==> config.mk <==
export PLATFORM = sky130hd
export DESIGN_NAME = picosoc_timer
export DESIGN_NICKNAME = d
export VERILOG_FILES = /design/src/rtl/picosoc_timer.sv
export SDC_FILE = /design/constraint.sdc
export NUM_CORES = 1
export LEC_CHECK = 0
export BUFFER_PORTS_ARGS = -buffer_cell sky130_fd_sc_hd__buf_2
export CAP_MARGIN = 20
export CORE_UTILIZATION = 52
export DETAILED_ROUTE_END_ITERATION = 6
export PLACE_DENSITY = 0.77
export SYNTH_ARGS = -nofsm -noshare
export SYNTH_HDL_FRONTEND = slang
export SYNTH_SLANG_ARGS = --single-unit
==> constraint.sdc <==
create_clock -name clk -period 2 [get_ports clk]
set_input_delay 0.4 -clock clk [delete_from_list [all_inputs] [get_ports clk]]
set_output_delay 0.4 -clock clk [all_outputs]
set_load 0.02 [all_outputs]
==> src/rtl/picosoc_timer.sv <==
// picosoc_timer: programmable down-counting timer on the PicoSoC iomem bus.
//   The block is selected when iomem_addr[31:24] == ADDR_HI. Each access gets a
//   one-cycle iomem_ready pulse. The expiry period is (RELOAD+1)*(PRESCALE+1) cycles.
// Ports:
//   clk, resetn          clock and synchronous active-low reset
//   iomem_valid/ready    bus request and one-cycle acknowledge
//   iomem_wstrb          byte write strobes (0 = read)
//   iomem_addr           [31:24] selects the block, [4:2] selects the register
//   iomem_wdata/rdata    write data / pre-write register value (valid with ready)
//   irq                  registered level interrupt = STATUS.EXP & CTRL.IRQ_EN
// Register map: 0x00 CTRL{IRQ_EN,AUTO,EN}, 0x04 PRESCALE, 0x08 RELOAD,
//   0x0C COUNT (live read / load on write), 0x10 STATUS{EXP} (W1C),
//   0x14..0x1C read 0.
module picosoc_timer #(
  parameter logic [7:0] ADDR_HI    = 8'h04,
  parameter int         PRESCALE_W = 16
) (
  input  logic        clk,
  input  logic        resetn,
  input  logic        iomem_valid,
  output logic        iomem_ready,
  input  logic [3:0]  iomem_wstrb,
  input  logic [31:0] iomem_addr,
  input  logic [31:0] iomem_wdata,
  output logic [31:0] iomem_rdata,
  output logic        irq
);

  // The run state is the CTRL.EN bit itself.
  localparam logic [0:0] ST_IDLE = 1'b0;
  localparam logic [0:0] ST_RUN  = 1'b1;

  logic [0:0]            en;
  logic                  auto_rl, irq_en, exp_flag;
  logic [PRESCALE_W-1:0] prescale, pcnt, prescale_new;
  logic [31:0]           reload, count, rd_val;
  logic                  sel, acc, wr, tick, expire;
  logic [2:0]            rsel;
  logic                  unused_addr;

  assign unused_addr = ^{iomem_addr[23:5], iomem_addr[1:0]};

  assign sel  = iomem_valid && (iomem_addr[31:24] == ADDR_HI);
  // A request that is still held after its ack must not be accepted a second time.
  assign acc  = sel && !iomem_ready;
  assign wr   = acc && (iomem_wstrb != 4'b0000);
  assign rsel = iomem_addr[4:2];

  assign tick   = (en == ST_RUN) && (pcnt == prescale);
  assign expire = tick && (count == 32'd0);

  function automatic logic [31:0] merge(input logic [31:0] old, input logic [31:0] d,
                                        input logic [3:0] s);
    logic [31:0] r;
    for (int b = 0; b < 4; b++)
      r[b*8 +: 8] = s[b] ? d[b*8 +: 8] : old[b*8 +: 8];
    return r;
  endfunction

  always_comb begin
    prescale_new = prescale;
    for (int i = 0; i < PRESCALE_W; i++)
      if (iomem_wstrb[i/8]) prescale_new[i] = iomem_wdata[i];
  end

  always_comb begin
    rd_val = '0;
    case (rsel)
      3'd0: rd_val[2:0] = {irq_en, auto_rl, en};
      3'd1: rd_val[PRESCALE_W-1:0] = prescale;
      3'd2: rd_val = reload;
      3'd3: rd_val = count;
      3'd4: rd_val[0] = exp_flag;
      default: rd_val = '0;
    endcase
  end

  always_ff @(posedge clk) begin
    if (!resetn) begin
      iomem_ready <= 1'b0;
      iomem_rdata <= '0;
      irq         <= 1'b0;
      en          <= ST_IDLE;
      auto_rl     <= 1'b0;
      irq_en      <= 1'b0;
      exp_flag    <= 1'b0;
      prescale    <= '0;
      pcnt        <= '0;
      reload      <= '0;
      count       <= '0;
    end else begin
      iomem_ready <= acc;
      if (acc) iomem_rdata <= rd_val;

      // Prescaler. A shrunken PRESCALE below pcnt simply wraps through 2^W.
      if (en == ST_IDLE || tick) pcnt <= '0;
      else                       pcnt <= pcnt + PRESCALE_W'(1);

      if (tick) begin
        if (count != 32'd0)  count <= count - 32'd1;
        else if (auto_rl)    count <= reload;
        else                 en    <= ST_IDLE;
      end

      // Expiry set beats a same-cycle W1C.
      exp_flag <= expire || (exp_flag &&
                  !(wr && rsel == 3'd4 && iomem_wstrb[0] && iomem_wdata[0]));

      // Bus writes come last so they override the counter/one-shot updates above.
      if (wr) begin
        case (rsel)
          3'd0: if (iomem_wstrb[0]) {irq_en, auto_rl, en} <= iomem_wdata[2:0];
          3'd1: prescale <= prescale_new;
          3'd2: reload   <= merge(reload, iomem_wdata, iomem_wstrb);
          3'd3: count    <= merge(count, iomem_wdata, iomem_wstrb);
          default: ;
        endcase
      end

      irq <= exp_flag && irq_en;
    end
  end

endmodule

Word-level counts from Yosys, hierarchy flattened
Cells that the tools add are included.
Operators by class
  add/sub/neg operators: 2
  equality and inequality tests: 10
  mux-type cells: 19
  bitwise logic cells: 2
  reductions and logical operators: 26
Operators by type and width (count)
  two-way mux 32 bit: 5
  case mux 13 bit (3 select lines): 1
  zero test 32 bit: 1
  two-way mux 8 bit: 4
  case mux 16 bit (2 select lines): 1
  nonzero test 32 bit: 1
  subtractor 32 x 1 -> 32 bit (second input constant): 1
  AND reduction 3 bit: 7
  adder 16 x 1 -> 16 bit (second input constant): 1
  == test 16 bit: 1
  != test 3 bit (second input constant): 4
  logical AND 1 bit: 10
  == test 8 x 3 -> 1 bit (second input constant): 1
  case mux 2 bit (4 select lines): 1
  == test 3 x 2 -> 1 bit (second input constant): 2
  two-way mux 1 bit: 6
  case mux 1 bit (5 select lines): 1
  nonzero test 4 bit: 1
  == test 3 x 1 -> 1 bit (second input constant): 1
  == test 3 bit (second input constant): 1
  zero test 3 bit: 1
  zero test 1 bit: 2
  logical OR 1 bit: 2
  NOT 1 bit: 2
  OR reduction 2 bit: 1
Word-level totals
  flip-flop bits (word level): 134
  input port bits: 71

Longest topological paths before layout
Gate-level depths: netlist of run 1.
  depth after elaboration: 10
  gate-level depth with buffers: 10
  mapped depth without buffers: 8

Least setup slack after synthesis of run 1
OpenSTA, ideal clock, no wires.
  path type: register to register
  from: register count[12]
  to: register count[5]
  library setup time: 0.132 ns
  arrival time: 1.954 ns
  required time: 1.868 ns
  path slack: -0.086 ns
  cell stages (with the launch flop): 11
  clock period less this slack: 2.086 ns
  cells stage by stage: dfxtp_1 buf_6 or4_4 nor2_4 and4_1 buf_6 nand2_4 buf_2 o21a_1 o21ai_0 o32ai_1
On the way
  cells in the longest elaborated chain, start to end: 5
RTL lines
  start: declaration: RTL line 36  | logic [31:0] reload, count, rd_val;
  start signal: assignment: RTL line 100  | if (count != 32'd0) count <= count - 32'd1;
  start signal: assignment: RTL line 101  | else if (auto_rl) count <= reload;
  start signal: assignment: RTL line 115  | 3'd3: count <= merge(count, iomem_wdata, iomem_wstrb);
  nonzero test 32 bit *: RTL line 100
  two-way mux 32 bit *: RTL line 100
  two-way mux 32 bit *: RTL line 99  | if (tick) begin
  two-way mux 32 bit: RTL line 111  | case (rsel)
  two-way mux 32 bit *: RTL line 110  | if (wr) begin
Mark *: on every way between the ends. The rest lies on a longest branch, timed or not.
A chain may end at the register's enable or synchronous reset.

Worst setup path in the final report of run 1
  from: register count[14]
  to: register count[11]
Same word-level chain as after synthesis.

==> metrics.cfg, run 1 <==
[pwr]
leakagePower_nw = 4.110
ir_worst_vdd_uv = 578.8
power_density_nw_per_um2 = 585.1
power_w = 0.005875

[sta]
finalSetupViolCount = 32
tightest_slew_ns = 0.5487
slew_headroom = 0.6342
timing.hold.ws_ns = 0.2231
skew_ns = 0.01061
max_freq_mhz = 443.7
rsz0062_at_grt = true
drv_slew = 0
fin_ws_ns = -0.2538
period_share = 1.127
post-route-min-period_ns = 2.254
hold_viol_final = 0
fin_tns_setup_ns = -5.486

[synth]
seq_area_frac_synth = 0.3767
ys.flop_type = dfxtp_1
synthArstFlopShare = 0
ys_warn_count = 0
synth-edff-count = 0
synth_commonest_cells = dfxtp_1, nor2_1, nand2_1
yosysUniqueCellTypes = 70
synth_most_common_cell = dfxtp_1
syn_area_um2 = 7121
syn_area_per_cell_um2 = 8.082
synth_cells = 881
synth_top_area_frac = 0.3767
syn-num-nets = 955
synth_area_leaders = dfxtp_1, nor2_1, a21oi_1
synth_seq_cells = 134
yosysTopAreaCell = dfxtp_1

[layout]
drive_above_1_share = 0.3753
multi_input_area_um2 = 4547
nFillCells = 871
seq_area_um2 = 2703
final_nets = 1180
syn_to_final_growth_pct = 41.01
antennaDiodeCount = 0

[global_routing]
antenna_found_initial = 0
grt_max_degree = 59
grt_util_all_layers = 0.3533
first_global_vias = 7709
grt_first_pass_wirelength_um = 39230
grt-ovfl-total = 0

[clock_tree]
cts_tree = done
cts.htree.levels = 4
clkLatencyLatePin_ns = 0.44
clock-sinks = 134
cts_buffer_depth = 2
cts_hold_buf = 0
numCtsBuffers = 17
clockRootBuffer = clkbuf_16
path_clk_slew_ns = 0.06

[drt]
wl_um = 26020
routedWlPerCell_um = 20.09
ant_nets = 0
via_count = 8344
drc_errors = 0
drt_iter0_markers = 1066
drtPass1Iterations = 5
routed_via_density = 6.443

[status]
violations = negative setup slack
status = finished, violations left

[floorplan]
io_pins = 105
row_count = 42
die_y_um = 119.0
start_util = 0.5356
fp.dieArea_um2 = 14170
die_x_um = 119.0
core_area_um2 = 13300

[setup_path]
path_cells = or4_4, nor2_4, and4_1, buf_6, buf_12, nand2_8, buf_6, a211oi_2, nor2_1, o2bb2ai_1
cp_max_fo = 7
start_kind = register
cp.required_ns = 2.37
critPathKind = register to register
endpoint_kind = register
worstPathArrival_ns = 2.63
cpMostUsedCell = buf_6
max_stage_delay_ns = 0.56
cpMaxStageDelayCell = or4_4

[placed_design]
dpl.hpwl_um = 15980
place_congestion = 0.9545
port_buffers = 83

[flow_run]
cap_violations = 0

[worst_hold_path]
hold_class = primary input to register

routing by layer:
| layer | vias to the layer above | routed length [um] | track usage | part of all wire |
|---|---|---|---|---|
| met3 | 150 | 2718 | 0.08429 | 0.10 |
| met5 | - | 0 | 0 | 0 |
| met2 | 593 | 11950 | 0.5545 | 0.46 |
| met4 | 0 | 1387 | 0.1701 | 0.053 |
| li1 | 3683 | - | - | - |
| met1 | 3918 | 9965 | 0.4544 | 0.38 |
layout make-up:
cell class | count | share of cell area
clock inverters | 14 | 0.009969
inverters | 9 | 0.003489
multi-input cells | 673 | 0.4528
flip-flops and latches | 134 | 0.2692
clock buffers | 18 | 0.04374
well taps | 176 | 0.02193
repair buffers | 271 | 0.1989
cell families after synthesis:
kind of cell,synth area share
muxes,0.07380
DFF,0.3767
AOI/OAI and AO/OA,0.2156
adders and majority gates,0.005272
and+or+nand+nor,0.2444
xor gates and xnor gates,0.03690
buffers and inverters,0.04727
critical path, delay by kind of cell, from the launching register on:
family	cells	cell delay, ns
AND/OR/NAND/NOR	5	1.08
buffers and inverters	3	0.45
AO/OA/AOI/OAI	2	0.34
flip-flops	1	0.32
final timing paths:
check | to | slack [ns] | from | cells past startpoint
worst max-delay path | count[11] | -0.25 | count[14] | 10
worst min-delay path | reload[19] | 0.22 | iomem_wdata[19] | 3
worst max register to register | count[11] | -0.25 | count[14] | 10
worst min register to register | reload[10] | 0.46 | reload[10] | 2
repair_timing:
item | in CTS | in global routing
cloned | 2 | 0
pin swaps | 37 | 27
setup endpoints to repair | 33 | 34
setup buffers | 17 | 16
hold endpoints to repair | 0 | 0
resized for setup | 68 | 48
cells in the final DEF (no fill, tap or decap), types with 6 or more instances in the layout:
| cell type | instances |
|---|---|
| buf_4 | 166 |
| mux2i_1 | 30 |
| o21a_1 | 6 |
| a221oi_2 | 8 |
| nor2_1 | 111 |
| a211oi_2 | 6 |
| buf_2 | 83 |
| xnor2_1 | 12 |
| dfxtp_1 | 120 |
| a31oi_1 | 11 |
| nand3_1 | 59 |
| mux2_2 | 16 |
| clkinv_2 | 6 |
| and3_1 | 13 |
| buf_12 | 10 |
| a22oi_1 | 18 |
| o21ai_0 | 16 |
| nand2_1 | 81 |
| nor2b_1 | 6 |
| o21ai_1 | 12 |
| inv_1 | 8 |
| buf_6 | 12 |
| xnor2_2 | 9 |
| dfxtp_2 | 13 |
| o21ai_2 | 7 |
| clkbuf_16 | 17 |
| a221oi_1 | 17 |
| a21oi_1 | 70 |
| nand4_1 | 13 |
| xor2_1 | 9 |
| nor3_1 | 26 |
state kept, by name, indices dropped and copies added (netlist names):
register,flops
reload,32
en,1
irq_en,1
prescale,16
exp_flag,1
irq,1
auto_rl,1
iomem_ready,1
count,32
pcnt,16
iomem_rdata,32
power by group:
group	internal, W	switching [W]	total [W]
registers	0.00267	0.000000609	0.00267
clock network	0.00162	0.00129	0.00291
logic	0.000105	0.000188	0.000293
metrics by stage:
step	std cells	instance area [um2]	util	setup slack (ns)
final	1295	10040	0.7552	-0.2538
after global placement	1230	8741	0.6574	-0.1619
after detailed placement	1230	8741	0.6574	-0.2067
after global routing	1295	10040	0.7552	-0.3124
after floorplan	881	7193	-	-0.06132
after CTS	1281	9707	0.7301	-0.1460
Note: power is estimated with default switching activity, not from simulation.
==> run 2: changes to the inputs <==
Settings changed: SETUP_SLACK_MARGIN from default to 0.3.
==> run 2 against run 1 <==
Net effect: the run ends with design-rule violations, negative setup slack left; global-route usage is 0.51 points lower; worst setup slack worse by 0.023 ns; routed wire length is 16% higher; largest power group unchanged.
==> metrics.cfg, run 2 (synthesis gave the netlist of run 1 again) <==
[pwr]
leakagePower_nw = 4.205
power_density_nw_per_um2 = 602.4
ir_worst_vdd_uv = 542.7

[setup_path]
cp_max_fo = 6
endpoint_kind = register
start_kind = register
worstPathArrival_ns = 2.63
critPathKind = register to register
r2r_cells = 10
cp.required_ns = 2.36

[layout]
final_common_cell = buf_4
largestRegisters = count (32), iomem_rdata (32), reload (32)
mostFrequentLayoutCells = buf_4, dfxtp_1, nor2_1, buf_2, nand2_1
stdcell_area_um2 = 10480
syn_to_final_growth_pct = 47.11
stdcell_count = 1283
antennaDiodeCount = 0
final_nets = 1168
drive_above_1_share = 0.4345
nFillCells = 708

[floorplan]
start_util = 0.5356
die_y_um = 119.0
fp.dieArea_um2 = 14170
core_area_um2 = 13300
row_count = 42
io_pins = 105
die_x_um = 119.0

[placed_design]
dpl_cell_area_um2 = 8795
dp_cells = 1229
port_buffers = 83
place_congestion = 0.9314
dpl.hpwl_um = 15980

[global_routing]
grt_util_all_layers = 0.3483
first_global_vias = 7695
grt_first_pass_wirelength_um = 38890
grt_max_degree = 104
antenna_found_initial = 0
grt-ovfl-total = 0

[sta]
rsz0062_at_grt = true
hold_viol_final = 0
period_share = 1.138
post-route-min-period_ns = 2.276
tightest_slew_ns = 0.5653
slew_headroom = 0.6217
skew_ns = 0.01222
fin_ws_ns = -0.2764
finalSetupViolCount = 33
drv_slew = 0
max_freq_mhz = 439.3

[drt]
drtPass1Iterations = 7
routedWlPerCell_um = 23.50
ant_nets = 0
drc_errors = 11
via_count = 8894
wl_um = 30150
drt_iter0_markers = 1630
routed_via_density = 6.932

[clock_tree]
cts.htree.levels = 4
cts_tree = done
clock-sinks = 134
numCtsBuffers = 17
cts_hold_buf = 0
cts_buffer_depth = 2
path_clk_slew_ns = 0.06
clockRootBuffer = clkbuf_16
clkLatencyLatePin_ns = 0.44

[flow_run]
cap_violations = 0

[worst_hold_path]
hold_class = primary input to register
hold_depth = 3

[status]
status = finished, violations left
violations = design-rule violations, negative setup slack

-- run 2: changes by cell type in the layout (fill, tap and decap cells not counted), moves of 9 or more --
cell / previous run / this run
nor2_1: 111 / 86
buf_4: 166 / 145
nor2_4: 1 / 18
a221oi_1: 17 / 4
a221oi_2: 8 / 19
dfxtp_1: 120 / 111
dfxtp_2: 13 / 22
-- run 2: final cells by class --
type                       count  area [um2]  area share
multi-input combinational    674        4954      0.4729
sequential                   134        2714      0.2591
timing repair buffer         258        1938      0.1850
clock buffer                  18       439.2     0.04193
tap                          176       220.2     0.02102
clock inverter                14       175.2     0.01672
inverter                       9       35.03    0.003344
-- run 2: worst max-delay path, cell delays in order (launching register included) --
cell	delay [ns]
dfxtp_1	0.37
xnor2_1	0.14
nand4_1	0.18
nor4_4	0.33
buf_4	0.20
and2_4	0.20
buf_4	0.13
buf_6	0.12
a2bb2oi_1	0.20
o21ai_1	0.13
o22ai_1	0.19
-- run 2: worst paths after layout --
check                                startpoint        endpoint  slack (ns)
worst max-delay path                    pcnt[7]       count[10]       -0.28
worst max register to register          pcnt[7]       count[10]       -0.28
worst min-delay path            iomem_wdata[21]      reload[21]        0.23
worst min register to register   iomem_rdata[2]  iomem_rdata[2]        0.47
-- run 2: metal layers --
metal	part of all wire	global-route usage
met1	0.35	0.4475
met2	0.45	0.5414
met3	0.13	0.07807
met4	0.076	0.1883
met5	0	0
-- run 2: repair_timing --
action	4_1_cts	5_1_grt
pin swaps	23	55
gates cloned	2	2
gates resized for setup	75	131
setup endpoints to repair	107	100
setup buffers	11	7
-- run 2: per-stage QoR --
stage	total power, W	utilization	hold slack, ns	setup TNS (ns)	worst slack, ns
6_report	0.006310	0.7879	0.2302	-5.959	-0.2764
5_1_grt	0.006411	0.7879	0.2416	-7.235	-0.3152
4_1_cts	0.006218	0.7394	0.2241	-1.505	-0.09990
3_5_place_dp	0.003010	0.6615	0.4461	-10.14	-0.2430
3_3_place_gp	0.003005	0.6615	0.4400	-5.489	-0.1589
2_1_floorplan	0.002862	-	0.4363	-0.3949	-0.06122
-- run 2: where the power goes --
group / internal, W / leakage, nW / total, W / switching [W]
sequential: 0.00267 / 1.09 / 0.00267 / 0.000000639
combinational: 0.000108 / 2.83 / 0.000325 / 0.000217
clock: 0.00200 / 0.281 / 0.00332 / 0.00132
